<file path="config.mk">
export PLATFORM = sky130hd
export DESIGN_NAME = spi_sub_bus
export DESIGN_NICKNAME = d
export VERILOG_FILES = /design/src/rtl/spi_sub_bus.sv
export SDC_FILE = /design/constraint.sdc
export NUM_CORES = 1
export LEC_CHECK = 0
export CAP_MARGIN = 5
export CELL_PAD_IN_SITES_DETAIL_PLACEMENT = 0
export CELL_PAD_IN_SITES_GLOBAL_PLACEMENT = 2
export CORE_MARGIN = 4
export CORE_UTILIZATION = 33
export CTS_CLUSTER_SIZE = 24
export DETAILED_ROUTE_END_ITERATION = 10
export PLACE_DENSITY_LB_ADDON = 0.1
export SKIP_LAST_GASP = 1
export SLEW_MARGIN = 5
export SYNTH_ARGS = -nofsm -noshare
export SYNTH_HDL_FRONTEND = slang
export SYNTH_SLANG_ARGS = --single-unit
</file>
<file path="constraint.sdc">
create_clock -name i_clk -period 2.6 [get_ports i_clk]
set_clock_uncertainty 0.1 [all_clocks]
set_input_delay 0.52 -clock i_clk [delete_from_list [all_inputs] [get_ports i_clk]]
set_output_delay 0.52 -clock i_clk [all_outputs]
set_load 0.01 [all_outputs]
</file>
<file path="src/rtl/spi_sub_bus.sv">
// SPI mode-0 peripheral to register-bus bridge for N_SLAVES register slaves.
// The SPI pins are oversampled in the i_clk domain. The first word of a
// transaction is a command: R/W bit, slave index and register address.
// Data words follow as a burst, and the register address auto-increments.
module spi_sub_bus #(
  parameter int N_SLAVES    = 4,
  parameter int REG_AW      = 5,
  parameter int DW          = 8,
  parameter int SYNC_STAGES = 2
) (
  input  logic                     i_clk,
  input  logic                     i_reset,
  input  logic                     i_spi_cs_n,
  input  logic                     i_spi_sck,
  input  logic                     i_spi_si,
  output logic                     o_spi_so,
  output logic                     o_spi_so_oe,
  output logic [REG_AW-1:0]        o_reg_addr,
  output logic [DW-1:0]            o_data_wr,
  output logic                     o_wr_req,
  output logic                     o_rd_ack,
  output logic [N_SLAVES-1:0]      o_slave_sel,
  input  logic [N_SLAVES*DW-1:0]   i_slave_rdata,
  output logic                     o_busy
);

  localparam int SEL_W = (N_SLAVES > 1) ? $clog2(N_SLAVES) : 1;
  localparam int CNT_W = $clog2(DW);

  if (SEL_W + REG_AW > DW - 1) begin : g_bad_width
    $error("spi_sub_bus: select and address fields do not fit below the R/W bit");
  end
  if (N_SLAVES < 1 || N_SLAVES > 16) begin : g_bad_slaves
    $error("spi_sub_bus: N_SLAVES must be 1..16");
  end
  if (SYNC_STAGES < 2 || SYNC_STAGES > 3) begin : g_bad_sync
    $error("spi_sub_bus: SYNC_STAGES must be 2..3");
  end

  typedef enum logic [1:0] {S_IDLE, S_CMD, S_WR, S_RD} state_t;

  logic [SYNC_STAGES-1:0] cs_sync, sck_sync, si_sync, fill;
  logic                   cs_prev, sck_prev, armed;
  logic                   cs_s, sck_s, si_s;
  logic                   sck_rise, sck_fall, cs_fall;

  state_t                 state;
  logic [DW-1:0]          rx_sh, tx_sh, rx_next, rd_word;
  logic [CNT_W-1:0]       bit_cnt;
  logic                   word_done;
  logic [SEL_W-1:0]       sel_idx, cmd_sel;
  logic [N_SLAVES-1:0]    cmd_oh;
  logic                   in_range, load_pend, inc_pend;

  assign cs_s     = cs_sync[SYNC_STAGES-1];
  assign sck_s    = sck_sync[SYNC_STAGES-1];
  assign si_s     = si_sync[SYNC_STAGES-1];
  assign sck_rise =  sck_s & ~sck_prev;
  assign sck_fall = ~sck_s &  sck_prev;
  assign cs_fall  =  cs_prev & ~cs_s;

  // Synchronise the SPI pins and keep the previous samples for edge detection.
  // The bridge is armed only after it has seen a real CS-high sample, so a CS
  // that is already low when reset is released does not start a transfer.
  always_ff @(posedge i_clk or posedge i_reset) begin
    if (i_reset) begin
      cs_sync  <= '1;
      sck_sync <= '0;
      si_sync  <= '0;
      fill     <= '0;
      cs_prev  <= 1'b1;
      sck_prev <= 1'b0;
      armed    <= 1'b0;
    end else begin
      cs_sync  <= {cs_sync[SYNC_STAGES-2:0], i_spi_cs_n};
      sck_sync <= {sck_sync[SYNC_STAGES-2:0], i_spi_sck};
      si_sync  <= {si_sync[SYNC_STAGES-2:0], i_spi_si};
      fill     <= {fill[SYNC_STAGES-2:0], 1'b1};
      cs_prev  <= cs_s;
      sck_prev <= sck_s;
      armed    <= armed | (fill[SYNC_STAGES-1] & cs_s);
    end
  end

  assign rx_next   = {rx_sh[DW-2:0], si_s};
  assign word_done = (bit_cnt == CNT_W'(DW - 1));
  assign cmd_sel   = rx_next[REG_AW +: SEL_W];
  assign o_spi_so  = tx_sh[DW-1];

  // Decode the command slave index to a one-hot select. Out-of-range indices give zero.
  // NOTE: every always_comb output gets a default first, so no latch is inferred.
  always_comb begin
    cmd_oh = '0;
    for (int k = 0; k < N_SLAVES; k++) begin
      if (cmd_sel == SEL_W'(k)) cmd_oh[k] = 1'b1;
    end
  end

  // Select the read word of the latched slave. Out-of-range slaves read as all-ones.
  always_comb begin
    rd_word = '1;
    for (int k = 0; k < N_SLAVES; k++) begin
      if (sel_idx == SEL_W'(k)) rd_word = i_slave_rdata[k*DW +: DW];
    end
  end

  // Transaction FSM: command decode, write/read bursts, address increment, abort.
  always_ff @(posedge i_clk or posedge i_reset) begin
    if (i_reset) begin
      state       <= S_IDLE;
      rx_sh       <= '0;
      tx_sh       <= '0;
      bit_cnt     <= '0;
      sel_idx     <= '0;
      in_range    <= 1'b0;
      load_pend   <= 1'b0;
      inc_pend    <= 1'b0;
      o_reg_addr  <= '0;
      o_data_wr   <= '0;
      o_wr_req    <= 1'b0;
      o_rd_ack    <= 1'b0;
      o_slave_sel <= '0;
      o_busy      <= 1'b0;
      o_spi_so_oe <= 1'b0;
    end else begin
      // NOTE: non-blocking defaults; a later assignment in this block overrides them.
      o_wr_req    <= 1'b0;
      o_rd_ack    <= 1'b0;
      o_spi_so_oe <= armed & ~cs_s;
      if (inc_pend) begin
        o_reg_addr <= o_reg_addr + REG_AW'(1);
        inc_pend   <= 1'b0;
      end
      case (state)
        S_IDLE: begin
          if (armed && cs_fall) begin
            state   <= S_CMD;
            o_busy  <= 1'b1;
            bit_cnt <= '0;
            rx_sh   <= '0;
          end
        end
        default: begin
          if (cs_s) begin
            // CS has risen. Drop any partial word. This takes priority over a
            // simultaneous SCK edge.
            state       <= S_IDLE;
            o_busy      <= 1'b0;
            o_slave_sel <= '0;
            tx_sh       <= '0;
            bit_cnt     <= '0;
            load_pend   <= 1'b0;
            inc_pend    <= 1'b0;
          end else begin
            if (sck_rise) begin
              rx_sh   <= rx_next;
              bit_cnt <= word_done ? '0 : bit_cnt + CNT_W'(1);
              if (word_done) begin
                case (state)
                  S_CMD: begin
                    state       <= rx_next[DW-1] ? S_RD : S_WR;
                    o_reg_addr  <= rx_next[REG_AW-1:0];
                    sel_idx     <= cmd_sel;
                    in_range    <= |cmd_oh;
                    o_slave_sel <= cmd_oh;
                    load_pend   <= rx_next[DW-1];
                  end
                  S_WR: begin
                    o_data_wr <= rx_next;
                    o_wr_req  <= in_range;
                    inc_pend  <= 1'b1;
                  end
                  S_RD:    load_pend <= 1'b1;
                  default: ;
                endcase
              end
            end
            if (sck_fall && state == S_RD) begin
              if (load_pend) begin
                tx_sh     <= rd_word;
                o_rd_ack  <= in_range;
                load_pend <= 1'b0;
                inc_pend  <= 1'b1;
              end else begin
                tx_sh <= tx_sh << 1;
              end
            end
          end
        end
      endcase
    end
  end

endmodule

</file>
==> results.tsv, run 1 <==
metric	value	unit
status	completed	
core area	0.00769	sq mm
Final Cell Area	0.00351	sq mm
total CTS buffers	9	
met2 wire len	2.78	mm
Worst-Margin Slew	0.843	ns
critical path cell sequence	mux4_2, and3_1, a221o_1	
detailed-route wire length	6.07	mm
slowest cell on the critical path	dfrtp_1	
Post-synth ARST share	100	%
cts hold-fix bufs	0	
Final nets	297	
main area contributors after synthesis	dfrtp_1 (52%), mux2_2 (7.0%), mux4_2 (6.1%), a221o_1 (3.1%), dfstp_2 (3.0%)	
Worst Setup Path Type	flip-flop to flip-flop	
routed len/inst	16.7	um
dpl hpwl	4.24	mm
Layout area overhead	35.4	%
postcts setup bufs	0	
total gr overflow	0	
relative slew slack	43.4	%
Starting DRT DRC Count	108	
root buf cell	clkbuf_8	
Mapped Area	0.00259	sq mm
most common cell in the netlist	dfrtp_1	
top_reg_cell synth	dfrtp_1	
diode count	0	
FP Rows	32	
Peak Freq	0.518	GHz
final hold violations	0	
die height	96.6	um
met3 wire len	297	um
Total Power	0.00204	W
Cell variety after synth	49	
DRC viols	0	
Worst Reg-to-Reg Cells	3	
setup TNS	0	ns
Yosys warning total	0	
max_cap viols	0	
Ports	59	
die area	0.00933	sq mm
CTS max path bufs	2	
Critical Path Start Type	flip-flop	
register area	0.00143	sq mm
Max FO, Critical Path	9	
Clk Latency, worst-skew pair	0.33	ns
CTS sink cnt	57	
Area after DPL	0.00328	sq mm
required time worst endpoint	2.71	ns
largest area contributor in the netlist	dfrtp_1	
DR vias	1854	
drt first pass iters	4	
effective utilization at floorplan	33.7	%
CP endpoint kind	flip-flop	
Crit path largest cell delay	0.69	ns
Tmin final	1.93	ns
number of flops mapped to enable cells by yosys	0	
WL met1	2.89	mm
post-route ant nets	0	
Die W	96.6	um
GPL Wtd Cong	0.703	
synthesized instance count	196	
final worst path period share	74.3	%
fin util	45.6	%
register area share after synthesis	55.2	%
Tot GR Track Use	13.7	%
min-delay worst type	flip-flop to flip-flop	
# setup viols final	0	
Seq cells post-synth	57	
Avg Inst Size Synth	13.2	sq um
pin count of the biggest net entering global routing	41	
global-route wire length before repair	9.56	mm
Worst VDD drop	321	uV
area of the multi-input gates	0.00109	sq mm
ratio of cells with drive above 1 in the final layout	19.8	%
Worst-path clk slew	0.07	ns
initial antenna violation count	0	
top routing layer used	met4	
cts repair resizes	0	
syn nets	236	
pins over their slew limit	0	
PwrDens	583	mW/mm^2
vias in the first global route	1829	
fillers	710	
share of the synthesized area in the top cell type	52.2	%
CP arrival	2.04	ns
Hold Crit Depth	0	
Vias/cell	5.09	
# port buffers	58	
Leak	1.54	nW
most frequent cells after synthesis	dfrtp_1 (54), mux2_2 (16), nand2_1 (10)	
RSZ-0062 raised after global routing	false	
TritonCTS clock tree	done	
H-tree depth	3	
-- final timing paths --
kind                                              from                          to  slack, ns
min in group asynchronous                      i_reset  o_slave_sel[1]$_DFFE_PP0P_       0.41
worst max-delay path            sel_idx[0]$_DFFE_PP0P_        tx_sh[6]$_DFFE_PP0P_       0.67
worst max register to register  sel_idx[0]$_DFFE_PP0P_        tx_sh[6]$_DFFE_PP0P_       0.67
max in group asynchronous                      i_reset      sel_idx[0]$_DFFE_PP0P_       1.44
worst min-delay path                 fill[0]$_DFF_PP0_           fill[1]$_DFF_PP0_       0.25
worst min register to register       fill[0]$_DFF_PP0_           fill[1]$_DFF_PP0_       0.25
-- worst max-delay path, delay by kind of cell (launching register included) --
kind	cells	cell delay, ns
compound gates	1	0.26
simple gates	1	0.20
flops	1	0.69
mux	1	0.57
-- layer usage --
metal | vias up | GRT usage, %
met4 | 0 | 6.19
met2 | 47 | 19.8
met1 | 921 | 19.3
met3 | 13 | 3.49
met5 | - | 0
li1 | 873 | -
-- sequential cells by signal, summed over array words and instances, names as in the netlist, 2 cells and up --
| register | cells |
|---|---|
| rx_sh | 7 |
| sck_sync | 2 |
| state | 2 |
| o_slave_sel | 4 |
| o_reg_addr | 5 |
| o_data_wr | 8 |
| sel_idx | 2 |
| bit_cnt | 3 |
| cs_sync | 2 |
| fill | 2 |
| tx_sh | 8 |
| si_sync | 2 |
-- logic make-up (layout without fill, tap and decap cells) --
kind of cell	count (synthesis)	count (layout)	share of synthesized area (%)
simple gates	58	58	14.3
flops	57	57	55.2
compound gates	34	34	10.7
mux	24	24	14.1
buf+inv	15	81	2.75
xor+xnor	4	4	1.35
fa+ha+maj	3	3	1.45
other cells	1	1	0.145
-- metrics by stage --
step	hold WS [ns]	setup WS [ns]	instances
after global routing	0.254	0.510	364
after global placement	0.233	0.497	348
after CTS	0.253	0.627	364
after detailed placement	0.236	0.529	348
final	0.249	0.669	364
after floorplan	0.231	0.585	196
-- where the power goes --
group | internal [W] | switching (W)
logic | 0.0000932 | 0.0000677
clock network | 0.000547 | 0.000397
registers | 0.000911 | 0.0000272
total | 0.00155 | 0.000492
-- cell usage in the layout (no fill, tap or decap), types with 5 or more instances in the layout --
cell / count
nand3b_1: 7
a221o_1: 8
mux4_2: 7
nor2_1: 6
clkbuf_8: 9
clkdlybuf4s50_1: 58
dfrtp_1: 54
and3_1: 7
mux2_2: 16
a22o_1: 7
nand2_1: 10
o21ai_0: 5
-- cell type report --
class                      instances  area share (%)
clock buffer                       9            3.53
clock inverter                     7            2.89
sequential                        57            40.8
multi-input combinational        124            31.0
timing repair buffer              62            17.8
inverter                           3           0.321
tap                              102            3.64
Note: power is estimated with default switching activity, not from simulation.
==> inputs of run 2 (changes only) <==
==> constraint.sdc (replaced) <==
create_clock -name i_clk -period 2.01 [get_ports i_clk]
set_clock_uncertainty 0.1 [all_clocks]
set_input_delay 0.402 -clock i_clk [delete_from_list [all_inputs] [get_ports i_clk]]
set_output_delay 0.402 -clock i_clk [all_outputs]
set_load 0.01 [all_outputs]
==> run 2 against run 1 <==
Net effect: highest routed layer unchanged; clock power increased by 6%; worst setup slack worse by 0.50 ns; sequential power increased by 29%; non-clock buffer count is 9 higher.
==> results.tsv, run 2 (synthesis gave the netlist of run 1 again) <==
metric	value	unit
Ports	59	
# port buffers	58	
Critical Path Start Type	flip-flop	
slowest cell on the critical path	and4b_1	
dpl hpwl	4.25	mm
Worst Setup Path Type	flip-flop to flip-flop	
Crit path largest cell delay	0.44	ns
status	completed	
TritonCTS clock tree	done	
fin util	46.3	%
pin count of the biggest net entering global routing	58	
relative slew slack	44.4	%
required time worst endpoint	2.12	ns
most frequent cells in the layout	clkdlybuf4s50_1 (58), dfrtp_1 (54), mux2_2 (16)	
FP Rows	32	
Vias/cell	4.98	
Largest regs	o_data_wr: 8 flops, tx_sh: 8 flops, rx_sh: 7 flops	
DRC viols	0	
Tmin final	1.84	ns
GPL Wtd Cong	0.727	
Leak	1.58	nW
total gr overflow	0	
ratio of cells with drive above 1 in the final layout	22.9	%
Starting DRT DRC Count	63	
Tot GR Track Use	14.3	%
Worst path top cell family by delay	simple AND/OR/NAND/NOR gates	
H-tree depth	3	
Max FO, Critical Path	8	
Worst-path clk slew	0.07	ns
Inst Count DP	357	
detailed-route wire length	5.99	mm
pins over their slew limit	0	
postcts setup bufs	0	
global-route wire length before repair	9.95	mm
setup TNS	0	ns
commonest non-fill, non-tap cell in the layout	clkdlybuf4s50_1	
vias in the first global route	1871	
final hold violations	0	
CP arrival	1.96	ns
final worst path period share	91.8	%
total CTS buffers	9	
CP endpoint kind	flip-flop	
Layout area overhead	37.3	%
initial antenna violation count	0	
PwrDens	684	mW/mm^2
drt first pass iters	4	
root buf cell	clkbuf_8	
min-delay worst type	flip-flop to flip-flop	
die height	96.6	um
Clk Latency, worst-skew pair	0.33	ns
Worst VDD drop	341	uV
Total Power	0.00243	W
routed len/inst	16.1	um
die area	0.00933	sq mm
most frequent CP cell	ha_1	
max_cap viols	0	
CTS sink cnt	57	
Critical path buffers and inverters	0	
Final nets	306	
Non-Filler Instances	373	
DR vias	1857	
effective utilization at floorplan	33.7	%
Final Cell Area	0.00356	sq mm
fillers	733	
Area after DPL	0.00336	sq mm
critical path cell sequence	ha_1, ha_1, and4b_1, mux2_2	
# setup viols final	0	
Peak Freq	0.542	GHz
core area	0.00769	sq mm
RSZ-0062 raised after global routing	false	
Die W	96.6	um
Worst-Margin Slew	0.827	ns
post-route ant nets	0	
diode count	0	
CTS max path bufs	2	
-- run 2: cell type report --
cell class                      instances  area, sq um  share of cell area (%)
Sequential cell                        57         1430                    40.2
Multi-Input combinational cell        124         1090                    30.7
Timing Repair Buffer                   71          703                    19.8
Clock buffer                           12          165                    4.64
Tap cell                              102          128                    3.59
Clock inverter                          4         26.3                   0.739
Inverter                                3         11.3                   0.317
-- run 2: metal layers --
metal,global-route usage (%),vias up,share of wire (%)
li1,-,889,-
met3,3.87,10,5.0
met2,19.9,40,46
met4,5.96,0,1.4
met5,0,-,0
met1,20.8,918,47
-- run 2: timing repair --
item                       4_1_cts  5_1_grt
resized for setup                0        1
setup endpoints to repair        0        7
hold buffers                     0        0
-- run 2: worst reg2reg max path: stages, from the launching register on --
cell	delay, ns
dfrtp_1	0.40
ha_1	0.16
ha_1	0.24
and4b_1	0.44
mux2_2	0.38
-- run 2: final timing paths --
kind                       slack, ns                         end  depth (start not counted)                    from
setup / recovery                0.17     o_reg_addr[3]$_DFF_PP0_                          4  bit_cnt[0]$_DFFE_PP0P_
hold / removal                  0.25       sck_sync[1]$_DFF_PP0_                          0   sck_sync[0]$_DFF_PP0_
setup reg to reg                0.17     o_reg_addr[3]$_DFF_PP0_                          4  bit_cnt[0]$_DFFE_PP0P_
hold reg to reg                 0.25       sck_sync[1]$_DFF_PP0_                          0   sck_sync[0]$_DFF_PP0_
max in group asynchronous       1.18           cs_prev$_DFF_PP1_                          3                 i_reset
min in group asynchronous       0.34  o_slave_sel[3]$_DFFE_PP0P_                          3                 i_reset
-- run 2: power by group --
part           switching, W  internal [W]  leakage (nW)
Combinational     0.0000962      0.000128         0.726
Sequential        0.0000272       0.00118         0.757
Clock              0.000456      0.000546        0.0984
-- run 2: stage by stage --
step	hold WS [ns]	setup slack, ns
floorplan	0.231	0.113
global placement	0.233	0.0310
detailed placement	0.235	0.0517
CTS	0.250	0.123
global route	0.254	0.0541
finish	0.249	0.166
